$ cat src/rtl/fifo_nibble_reader.sv
// Pairs 4-bit entries from a first-word fall-through FIFO into bytes, flushing a lone nibble after an idle timeout.
// Optional out_parity port enabled by defining READER_PARITY_EN.
module fifo_nibble_reader #(
   parameter int LOW_FIRST      = 1,
   parameter int TIMEOUT_CYCLES = 15
) (
   input  logic       read_clock,
   input  logic       read_reset,
   input  logic       empty,
   input  logic [3:0] read_data,
   output logic       read_increment,
   output logic [7:0] out_data,
   output logic       out_valid,
   input  logic       out_ready,
   output logic       out_partial
`ifdef READER_PARITY_EN
   ,
   output logic       out_parity
`endif
);

   typedef enum logic [1:0] {IDLE, HALF, OUT} state_t;

   localparam logic [7:0] TIMEOUT = 8'(TIMEOUT_CYCLES);

   state_t     state_q, state_d;
   logic [3:0] nib_q, nib_d;
   logic [7:0] cnt_q, cnt_d;
   logic [7:0] out_data_q, out_data_d;
   logic       out_valid_q, out_valid_d;
   logic       out_partial_q, out_partial_d;
   logic       pop;
   logic [7:0] cnt_inc;

   always_comb begin
      state_d       = state_q;
      nib_d         = nib_q;
      cnt_d         = cnt_q;
      out_data_d    = out_data_q;
      out_valid_d   = out_valid_q;
      out_partial_d = out_partial_q;
      pop           = 1'b0;
      // Saturate so a disabled or long timeout never wraps back onto a match.
      cnt_inc       = (cnt_q == 8'hFF) ? cnt_q : cnt_q + 8'd1;
      case (state_q)
         IDLE: begin
            pop = !empty;
            if (pop) begin
               nib_d   = read_data;
               cnt_d   = 8'd0;
               state_d = HALF;
            end
         end
         HALF: begin
            pop = !empty;
            if (pop) begin
               out_data_d    = (LOW_FIRST != 0) ? {read_data, nib_q} : {nib_q, read_data};
               out_valid_d   = 1'b1;
               out_partial_d = 1'b0;
               cnt_d         = 8'd0;
               state_d       = OUT;
            end else begin
               cnt_d = cnt_inc;
               if ((TIMEOUT != 8'd0) && (cnt_inc == TIMEOUT)) begin
                  out_data_d    = (LOW_FIRST != 0) ? {4'h0, nib_q} : {nib_q, 4'h0};
                  out_valid_d   = 1'b1;
                  out_partial_d = 1'b1;
                  state_d       = OUT;
               end
            end
         end
         OUT: begin
            pop = out_ready && !empty;
            if (out_ready) begin
               out_valid_d   = 1'b0;
               out_partial_d = 1'b0;
               if (!empty) begin
                  nib_d   = read_data;
                  cnt_d   = 8'd0;
                  state_d = HALF;
               end else begin
                  state_d = IDLE;
               end
            end
         end
         default: state_d = IDLE;
      endcase
   end

   always_ff @(posedge read_clock or posedge read_reset) begin
      if (read_reset) begin
         state_q       <= IDLE;
         nib_q         <= 4'h0;
         cnt_q         <= 8'd0;
         out_data_q    <= 8'h00;
         out_valid_q   <= 1'b0;
         out_partial_q <= 1'b0;
      end else begin
         state_q       <= state_d;
         nib_q         <= nib_d;
         cnt_q         <= cnt_d;
         out_data_q    <= out_data_d;
         out_valid_q   <= out_valid_d;
         out_partial_q <= out_partial_d;
      end
   end

   assign read_increment = pop && !read_reset;
   assign out_data       = out_data_q;
   assign out_valid      = out_valid_q;
   assign out_partial    = out_partial_q;

`ifdef READER_PARITY_EN
   logic out_parity_q, out_parity_d;

   always_comb out_parity_d = ^out_data_d;

   always_ff @(posedge read_clock or posedge read_reset) begin
      if (read_reset) out_parity_q <= 1'b0;
      else            out_parity_q <= out_parity_d;
   end

   assign out_parity = out_parity_q;
`endif

endmodule

$ cat config.mk
export PLATFORM = sky130hd
export DESIGN_NAME = fifo_nibble_reader
export DESIGN_NICKNAME = d
export VERILOG_FILES = /design/src/rtl/fifo_nibble_reader.sv
export SDC_FILE = /design/constraint.sdc
export NUM_CORES = 1
export LEC_CHECK = 0
export BUFFER_PORTS_ARGS = -buffer_cell sky130_fd_sc_hd__buf_4
export CAP_MARGIN = 25
export CORE_MARGIN = 1.5
export CORE_UTILIZATION = 55
export DETAILED_ROUTE_END_ITERATION = 10
export PLACE_DENSITY = 0.87
export SLEW_MARGIN = 30
export SYNTH_ARGS = -nofsm -noshare
export SYNTH_HDL_FRONTEND = slang
export SYNTH_SLANG_ARGS = --single-unit
$ cat constraint.sdc
create_clock -name read_clock -period 2.1 [get_ports read_clock]
set_input_delay 0.315 -clock read_clock [delete_from_list [all_inputs] [get_ports read_clock]]
set_output_delay 0.315 -clock read_clock [all_outputs]
set_load 0.01 [all_outputs]
== Word-level counts from Yosys, hierarchy flattened ==
Cells that the tools add are included.
Cells by class
  add/subtract/negate cells: 1
  eq/ne operators: 8
  mux-type cells: 23
  reductions and logical operators: 14
Operator list (count)
  8-bit 2-to-1 mux: 6
  8-bit case mux with 3 select lines: 1
  8-bit by 1-bit adder with 8-bit output, second input constant: 1
  8-bit by 4-bit equality test with 1-bit output, second input constant: 1
  8-bit equality test, second input constant: 1
  2-bit 2-to-1 mux: 4
  4-bit 2-to-1 mux: 2
  4-bit case mux with 2 select lines: 1
  1-bit case mux with 2 select lines: 3
  2-bit case mux with 3 select lines: 1
  2-bit AND reduction: 3
  3-bit AND reduction: 2
  1-bit 2-to-1 mux: 5
  2-bit inequality test, second input constant: 2
  2-bit nonzero test: 2
  3-bit inequality test, second input constant: 1
  3-bit nonzero test: 1
  2-bit by 1-bit equality test with 1-bit output, second input constant: 1
  2-bit equality test, second input constant: 1
  1-bit logical AND: 2
  1-bit zero test: 2
  2-bit zero test: 1
  2-bit by 1-bit inequality test with 1-bit output, second input constant: 1
  2-bit OR reduction: 1
Storage, ports and cells
  register bits: 24
  input bits: 8
  output and inout bits: 11

== Logic depth before layout (Yosys ltp) ==
Gate-level depths: netlist of the first run.
  word-level depth: 6
  gate-level depth with buffers: 7
  gate-level depth less buffers: 6

== Worst setup path before layout of the first run ==
No wires, ideal clock.
  path type: register -> register
  from: reg cnt_q[0]
  to: reg out_data_q[0], in the netlist out_data[0]
  library setup time: 0.120 ns
  arrival: 1.748 ns
  required time: 1.980 ns
  setup slack: 0.232 ns
  stages on the path, launching flop included: 7
  buffers on the path: 0
  cell sequence: dfrtp_1 > ha_1 > and4_4 > a211o_1 > a21o_1 > o221a_1 > a31o_1
Between the ends
  cells in the longest elaborated chain, start to end: 5
  elaborated cells on any way between the ends: 6
  those cells by class: add/sub (1); eq/ne (3); mux (1); reduce/logical (1)
RTL lines
  from (decl): line 28  | logic [7:0] cnt_q, cnt_d;
  from (signal assigned): line 101  | cnt_q <= cnt_d;
  8-bit by 1-bit adder with 8-bit output or 8-bit equality test (tied branches): line 44  | cnt_inc = (cnt_q == 8'hFF) ? cnt_q : cnt_q + 8'd1;
  8-bit 2-to-1 mux (*): line 44
  8-bit by 4-bit equality test with 1-bit output (*): line 64  | if ((TIMEOUT != 8'd0) && (cnt_inc == TIMEOUT)) begin
  2-bit by 1-bit inequality test with 1-bit output (no line) (*)
  2-bit AND reduction (no line) (*)
  to (signal assigned): line 102  | out_data_q <= out_data_d;
  to (decl): line 29  | logic [7:0] out_data_q, out_data_d;
Mark *: on every way between the ends. The rest lies on a longest branch, timed or not.
A chain may end at the register's enable or synchronous reset.

== Final worst setup path of the first run ==
  from: reg cnt_q[1]
  to: reg out_data_q[1], in the netlist out_data[1]
Same word-level chain as after synthesis.

==> parameters.txt, run 1 <==
Parameter                              Value

Status
  Status    completed

Synthesis
  Flop and latch count out of synthesis    24
  Library cell with the largest summed area after synthesis    dfrtp_1
  Async S/R FF share, synth    1.00
  Mean instance size in the synthesized netlist    9.84 um2
  Proportion of synthesized chip area in sequential cells    0.477
  Syn Nets    roughly 140
  Yosys top cell area share    0.477
  Number of enable-type register cells in the synthesized netlist    0
  Synthesis warning total    0
  Ranking of synthesized cells by area    dfrtp_1 (48%), nand2_1 (4.5%), a31o_1 (4.2%)
  Post-synth cell types    40
  Top-count cell post-synth    dfrtp_1
  Most used DFF post-synth    dfrtp_1
  Post-synth top cells    dfrtp_1 (24), nand2_1 (15), a21oi_1 (10)
  Gate count after technology mapping    between 100 and 150
  Mapped Area    approximately 1300 um2

Clocking
  Buffer type at the clock tree root    clkbuf_4
  Bufs on Longest Clock Path    2
  Number of H-tree branching levels    1
  CTS clock-pin slew for the worst setup and hold paths    ~140 ps
  Post-CTS Repair Setup Buffers    0
  Number of buffers created by CTS    3
  Clock tree from TritonCTS    done
  Clock sinks    24
  Clock insertion delay at the later pin of the skew report    320 ps

Setup path
  Critical-path top delay cell    dfrtp_1
  Category of the worst setup path capture point    register
  Req. time, crit path    between 2000 and 2500 ps
  Cell Chain, Critical Path    ha_2, and4_4, nand3_1, a211o_1, o221a_1, a31o_1
  Critical Path Source Type    register
  Endpoint of the worst register-to-register path    out_data[1]$_DFFE_PP0P_
  Start of the worst register-to-register path    cnt_q[1]$_DFFE_PP0P_
  FF-to-FF setup slack    110 ps
  Worst Path Max Fanout    6
  Start-to-end type of the worst setup path    register to register
  Count of cells along the worst register-to-register path    6
  Delay of the slowest cell on the worst path    between 400 and 500 ps
  Critical Path AT    2220 ps

Floorplanning
  Floorplan die area    between 2000 and 3000 um2
  Row count    17
  Starting density of the core    0.575
  Placeable core region    2190 um2
  Floorplan die height    a little over 50 um
  Width of the die    50.9 um
  I/O pin cnt    19

Timing
  Worst Skew    4.41 ps
  Pins over their slew limit    0
  Setup repair after global routing missed its margin    false
  Post-Route Setup TNS    0 ps
  Relative slew margins    0.712
  Number of failing hold endpoints at the final stage    0
  Total setup violations reported at the end of the flow    0
  Slew at the pin closest to its max-slew limit    roughly 430 ps
  Final critical path time including I/O delays and setup    1990 ps
  Max Fclk    501 MHz
  Post-route clock period utilization    0.950

Cells and area
  Area growth syn-to-layout    19.3%
  Nets@finish    approximately 160
  Number of antenna repair diodes    0
  Layout Utilization    0.686
  Share of layout cells above drive strength 1    0.231

Global route
  First-pass GRT wire length    between 4000 and 5000 um
  Largest net degree at the start of global routing    25
  Congestion Overflow GR    0
  Number of antenna violations at the first check in global routing    0
  Global routing usage summed across all routing layers    0.252
  Number of global-route vias before repair    1089

Routing
  Wire length per cell after detailed routing    16.1 um
  Number of vias after detailed routing    1089
  Via/cell ratio    about 6.2
  Total Wirelength    2810 um
  Post-route DRC violation count    0
  Number of iterations in the first detailed-routing pass    4
  Number of nets still failing antenna checks after routing    0
  Violation count after the first detailed-routing iteration    45

Place
  Detail Placement HPWL    1970 um
  PortBufs    18
  RD Place Congestion    between 0.8 and 0.9

Power
  Power density relative to cell area    around 1200 nW/um2
  Leak Pwr    0.645 nW
  Maximum VDD drop    between 800 and 900 uV

Worst hold path
  Min-Delay Path Class    input pin to asynchronous set/reset pin

Job
  Max-capacitance violation count    0
## cell type report
class / count / area, um2
fill: 160 / 688
multi-input combinational: 92 / 626
sequential: 24 / 602
timing repair buffer: 23 / 173
tap: 28 / 35.0
clock inverter: 1 / 30.0
clock buffer: 3 / 22.5
inverter: 4 / 15.0
## worst max-delay path by stage
stage / to / depth (start not counted) / startpoint
6_report: out_data[1]$_DFFE_PP0P_ / 6 / cnt_q[1]$_DFFE_PP0P_
4_1_cts: out_data[0]$_DFFE_PP0P_ / 6 / cnt_q[0]$_DFFE_PP0P_
2_1_floorplan: out_data[0]$_DFFE_PP0P_ / 6 / cnt_q[0]$_DFFE_PP0P_
5_1_grt: out_data[0]$_DFFE_PP0P_ / 6 / cnt_q[1]$_DFFE_PP0P_
3_3_place_gp: out_data[0]$_DFFE_PP0P_ / 6 / cnt_q[0]$_DFFE_PP0P_
3_5_place_dp: state_q[0]$_DFFE_PP0P_ / 6 / cnt_q[0]$_DFFE_PP0P_
## cells by family (layout without fill, tap and decap cells)
group / after synthesis / in the layout / synth area share
xor gates and xnor gates: 3 / 3 / 0.0268
muxes: 4 / 4 / 0.0357
AOI/OAI and AO/OA: 51 / 51 / 0.288
and+or+nand+nor: 33 / 33 / 0.124
DFF: 24 / 24 / 0.477
buffers and inverters: 12 / 31 / 0.0387
adders and majority gates: 1 / 1 / 0.00993
## placed cells by master, fill, tap and decap left out, types with 2 or more instances in the layout
master	instances
o21a_1	2
a211oi_1	2
buf_4	23
inv_1	3
a31o_1	6
nand2_1	15
a22oi_1	4
and3_1	2
o31ai_1	2
dfrtp_1	23
a211o_1	2
a21oi_1	10
mux2_1	4
nand2b_1	2
o21ai_1	9
nor2_1	5
nand3_1	3
clkbuf_4	3
o221a_1	4
## routing by layer
layer / wire length [um] / global-route usage / part of all wire
met5: 0 / 0 / 0
met2: 1440 / 0.439 / 0.51
met1: 1210 / 0.314 / 0.43
met3: 124 / 0.0380 / 0.044
met4: 31 / 0.104 / 0.011
## what timing repair did
item	in CTS	in global routing
hold buffers	0	0
resized for setup	0	4
endpoints found under the setup margin	0	12
## report_power, final
part | switching, mW | total [mW] | internal (mW)
sequential | 0.140 | 0.750 | 0.609
clock | 0.145 | 0.339 | 0.193
combinational | 0.318 | 0.667 | 0.349
total | 0.603 | 1.75 | 1.15
## state kept, by name (all words and copies together), names as in the netlist
name / cells
out_partial: 1
state_q: 2
out_valid: 1
nib_q: 4
out_data: 8
cnt_q: 8
## through the flow
| step | total power [mW] | instance area (um2) | setup WS (ps) | hold WS, ps | instances |
|---|---|---|---|---|---|
| floorplan | 1.13 | 1260 | 232 | 330 | 128 |
| global placement | 1.38 | 1430 | 168 | 388 | 171 |
| detailed placement | 1.41 | 1430 | 99.8 | 402 | 171 |
| CTS | 1.75 | 1490 | 80.2 | 42.2 | 175 |
| global route | 1.86 | 1500 | 12.0 | 69.6 | 175 |
| finish | 1.75 | 1500 | 105 | 28.0 | 175 |
## critical path, delay by kind of cell (launching register included)
kind | cells | cell delay (ps)
compound gates | 3 | 850
flops | 1 | 440
simple gates | 2 | 330
fa+ha+maj | 1 | 270
Note: power is estimated with default switching activity, not from simulation.
==> run 2, diff against run 1 <==
RECOVER_POWER = 25   (was unset)
==> parameters.txt, run 2 (synthesis results as in run 1) <==
Parameter                              Value

Status
  Status    completed

Cells and area
  Area growth syn-to-layout    18.7%
  Number of antenna repair diodes    0 (unchanged)
  Highest-count cells in the layout ignoring fill and taps    dfrtp_1 (23), buf_4 (21), nand2_1 (15), a21oi_1 (10), o21ai_1 (9)
  Nets@finish    157 (unchanged)
  Commonest non-fill, non-tap cell in the layout    dfrtp_1
  Share of layout cells above drive strength 1    0.218 (-0.0136)
  Number of fillers in the final layout    164 (+2.5%)

Global route
  Congestion Overflow GR    0 (unchanged)
  Largest net degree at the start of global routing    25 (unchanged)
  First-pass GRT wire length    4860 um (unchanged)
  Global routing usage summed across all routing layers    0.252 (unchanged)
  Number of antenna violations at the first check in global routing    0 (unchanged)
  Number of global-route vias before repair    1089 (unchanged)

Setup path
  Critical Path Source Type    register
  Worst Path Max Fanout    6 (unchanged)
  Critical Path AT    2220 ps (about the same)
  Category of the worst setup path capture point    register
  Start-to-end type of the worst setup path    register to register
  Req. time, crit path    2330 ps (about the same)

Timing
  Post-route clock period utilization    0.947 (-0.00251)
  Setup repair after global routing missed its margin    false
  Number of failing hold endpoints at the final stage    0 (unchanged)
  Slew at the pin closest to its max-slew limit    1270 ps (+841 ps)
  Relative slew margins    0.152 (-0.561)
  Pins over their slew limit    0 (unchanged)
  Worst Skew    4.05 ps (-0.361 ps)
  Post-Route Setup TNS    0 ps (unchanged)
  Max Fclk    503 MHz (+0.26%)
  Total setup violations reported at the end of the flow    0 (unchanged)
  Final critical path time including I/O delays and setup    1990 ps (-5.26 ps)

Clocking
  Total of hold buffers inserted after clock tree synthesis    0 (unchanged)
  Clock insertion delay at the later pin of the skew report    320 ps (about the same)
  Number of buffers created by CTS    3 (unchanged)
  Clock sinks    24 (unchanged)
  Gates resized, CTS repair    0 (unchanged)
  Post-CTS Repair Setup Buffers    0 (unchanged)
  Number of H-tree branching levels    1 (unchanged)
  CTS clock-pin slew for the worst setup and hold paths    140 ps (about the same)
  Clock tree from TritonCTS    done
  Bufs on Longest Clock Path    2 (unchanged)
  Buffer type at the clock tree root    clkbuf_4

Power
  Maximum VDD drop    867 uV (-0.10%)
  Leak Pwr    0.638 nW (-1.1%)
  Power density relative to cell area    1170 nW/um2 (+0.39%)
  Overall Power    1.75 mW (-0.11%)

Place
  PortBufs    18 (unchanged)
  Detail Placement HPWL    1970 um (unchanged)
  RD Place Congestion    0.878 (unchanged)

Worst hold path
  Min-Delay Path Class    input pin to register

Floorplanning
  I/O pin cnt    19 (unchanged)
  Floorplan die area    2590 um2 (unchanged)
  Row count    17 (unchanged)
  Starting density of the core    0.575 (unchanged)
  Placeable core region    2190 um2 (unchanged)
  Width of the die    50.9 um (unchanged)
  Floorplan die height    50.9 um (unchanged)

Routing
  Via/cell ratio    6.29 (+1.0%)
  Wire length per cell after detailed routing    16.0 um (-0.32%)
  Total Wirelength    2800 um (-0.32%)
  Number of iterations in the first detailed-routing pass    5 (+1)
  Violation count after the first detailed-routing iteration    45 (unchanged)
  Number of vias after detailed routing    1100 (+1.0%)
  Post-route DRC violation count    0 (unchanged)
  Number of nets still failing antenna checks after routing    0 (unchanged)

Job
  Max-capacitance violation count    0 (unchanged)
==> run 2: changes by cell type in the layout (fill, tap and decap cells not counted) <==
cell	delta
buf_4	-2
clkbuf_1	+2
==> run 2: routing by layer <==
| layer | global-route usage | routed length (um) | up-vias |
|---|---|---|---|
| met5 | 0 | 0 | - |
| met4 | 0.104 | 59 | 0 |
| met3 | 0.0380 | 109 | 9 |
| met2 | 0.439 | 1450 | 36 |
| met1 | 0.314 | 1190 | 539 |
| li1 | - | - | 516 |
==> run 2: worst max-delay path: stages, from the launching register on <==
cell and delay [ps]:
dfrtp_1 440, ha_2 270, and4_4 250, nand3_1 80
a211o_1 400, o221a_1 280, a31o_1 190
==> run 2: worst paths after layout <==
path,from,end,slack [ps],depth (start not counted)
min in group asynchronous,read_reset,out_valid$_DFFE_PP0P_,380,3
worst min register to register,nib_q[0]$_DFFE_PP0P_,nib_q[0]$_DFFE_PP0P_,510,1
worst min-delay path,read_data[2],nib_q[2]$_DFFE_PP0P_,200,2
worst max register to register,cnt_q[1]$_DFFE_PP0P_,out_data[1]$_DFFE_PP0P_,110,6
worst max-delay path,cnt_q[1]$_DFFE_PP0P_,out_data[1]$_DFFE_PP0P_,110,6
max in group asynchronous,read_reset,cnt_q[0]$_DFFE_PP0P_,900,3
==> run 2: area by class of cell <==
type | instances | area, um2 | share of cell area
well taps | 28 | 35.0 | 0.0234
clock inverters | 1 | 30.0 | 0.0201
repair buffers | 23 | 165 | 0.110
clock buffers | 3 | 22.5 | 0.0151
inverters | 4 | 15.0 | 0.0100
flip-flops and latches | 24 | 602 | 0.403
multi-input cells | 92 | 626 | 0.418
==> run 2: metrics by stage <==
| stage | worst slack, ps | hold WS, ps | util | instance area (um2) | cells |
|---|---|---|---|---|---|
| after floorplan | 232 | 330 | - | 1260 | 128 |
| after global placement | 168 | 388 | 0.654 | 1430 | 171 |
| after detailed placement | 99.8 | 402 | 0.654 | 1430 | 171 |
| after CTS | 80.2 | 42.2 | 0.678 | 1490 | 175 |
| after global routing | 12.0 | 221 | 0.682 | 1500 | 175 |
| final | 111 | 204 | 0.682 | 1500 | 175 |
==> run 2: where the power goes <==
part | total [mW] | switching (mW) | leakage, nW | internal, mW
Sequential | 0.748 | 0.138 | 0.300 | 0.609
Clock | 0.340 | 0.147 | 0.0279 | 0.193
Combinational | 0.665 | 0.318 | 0.309 | 0.347
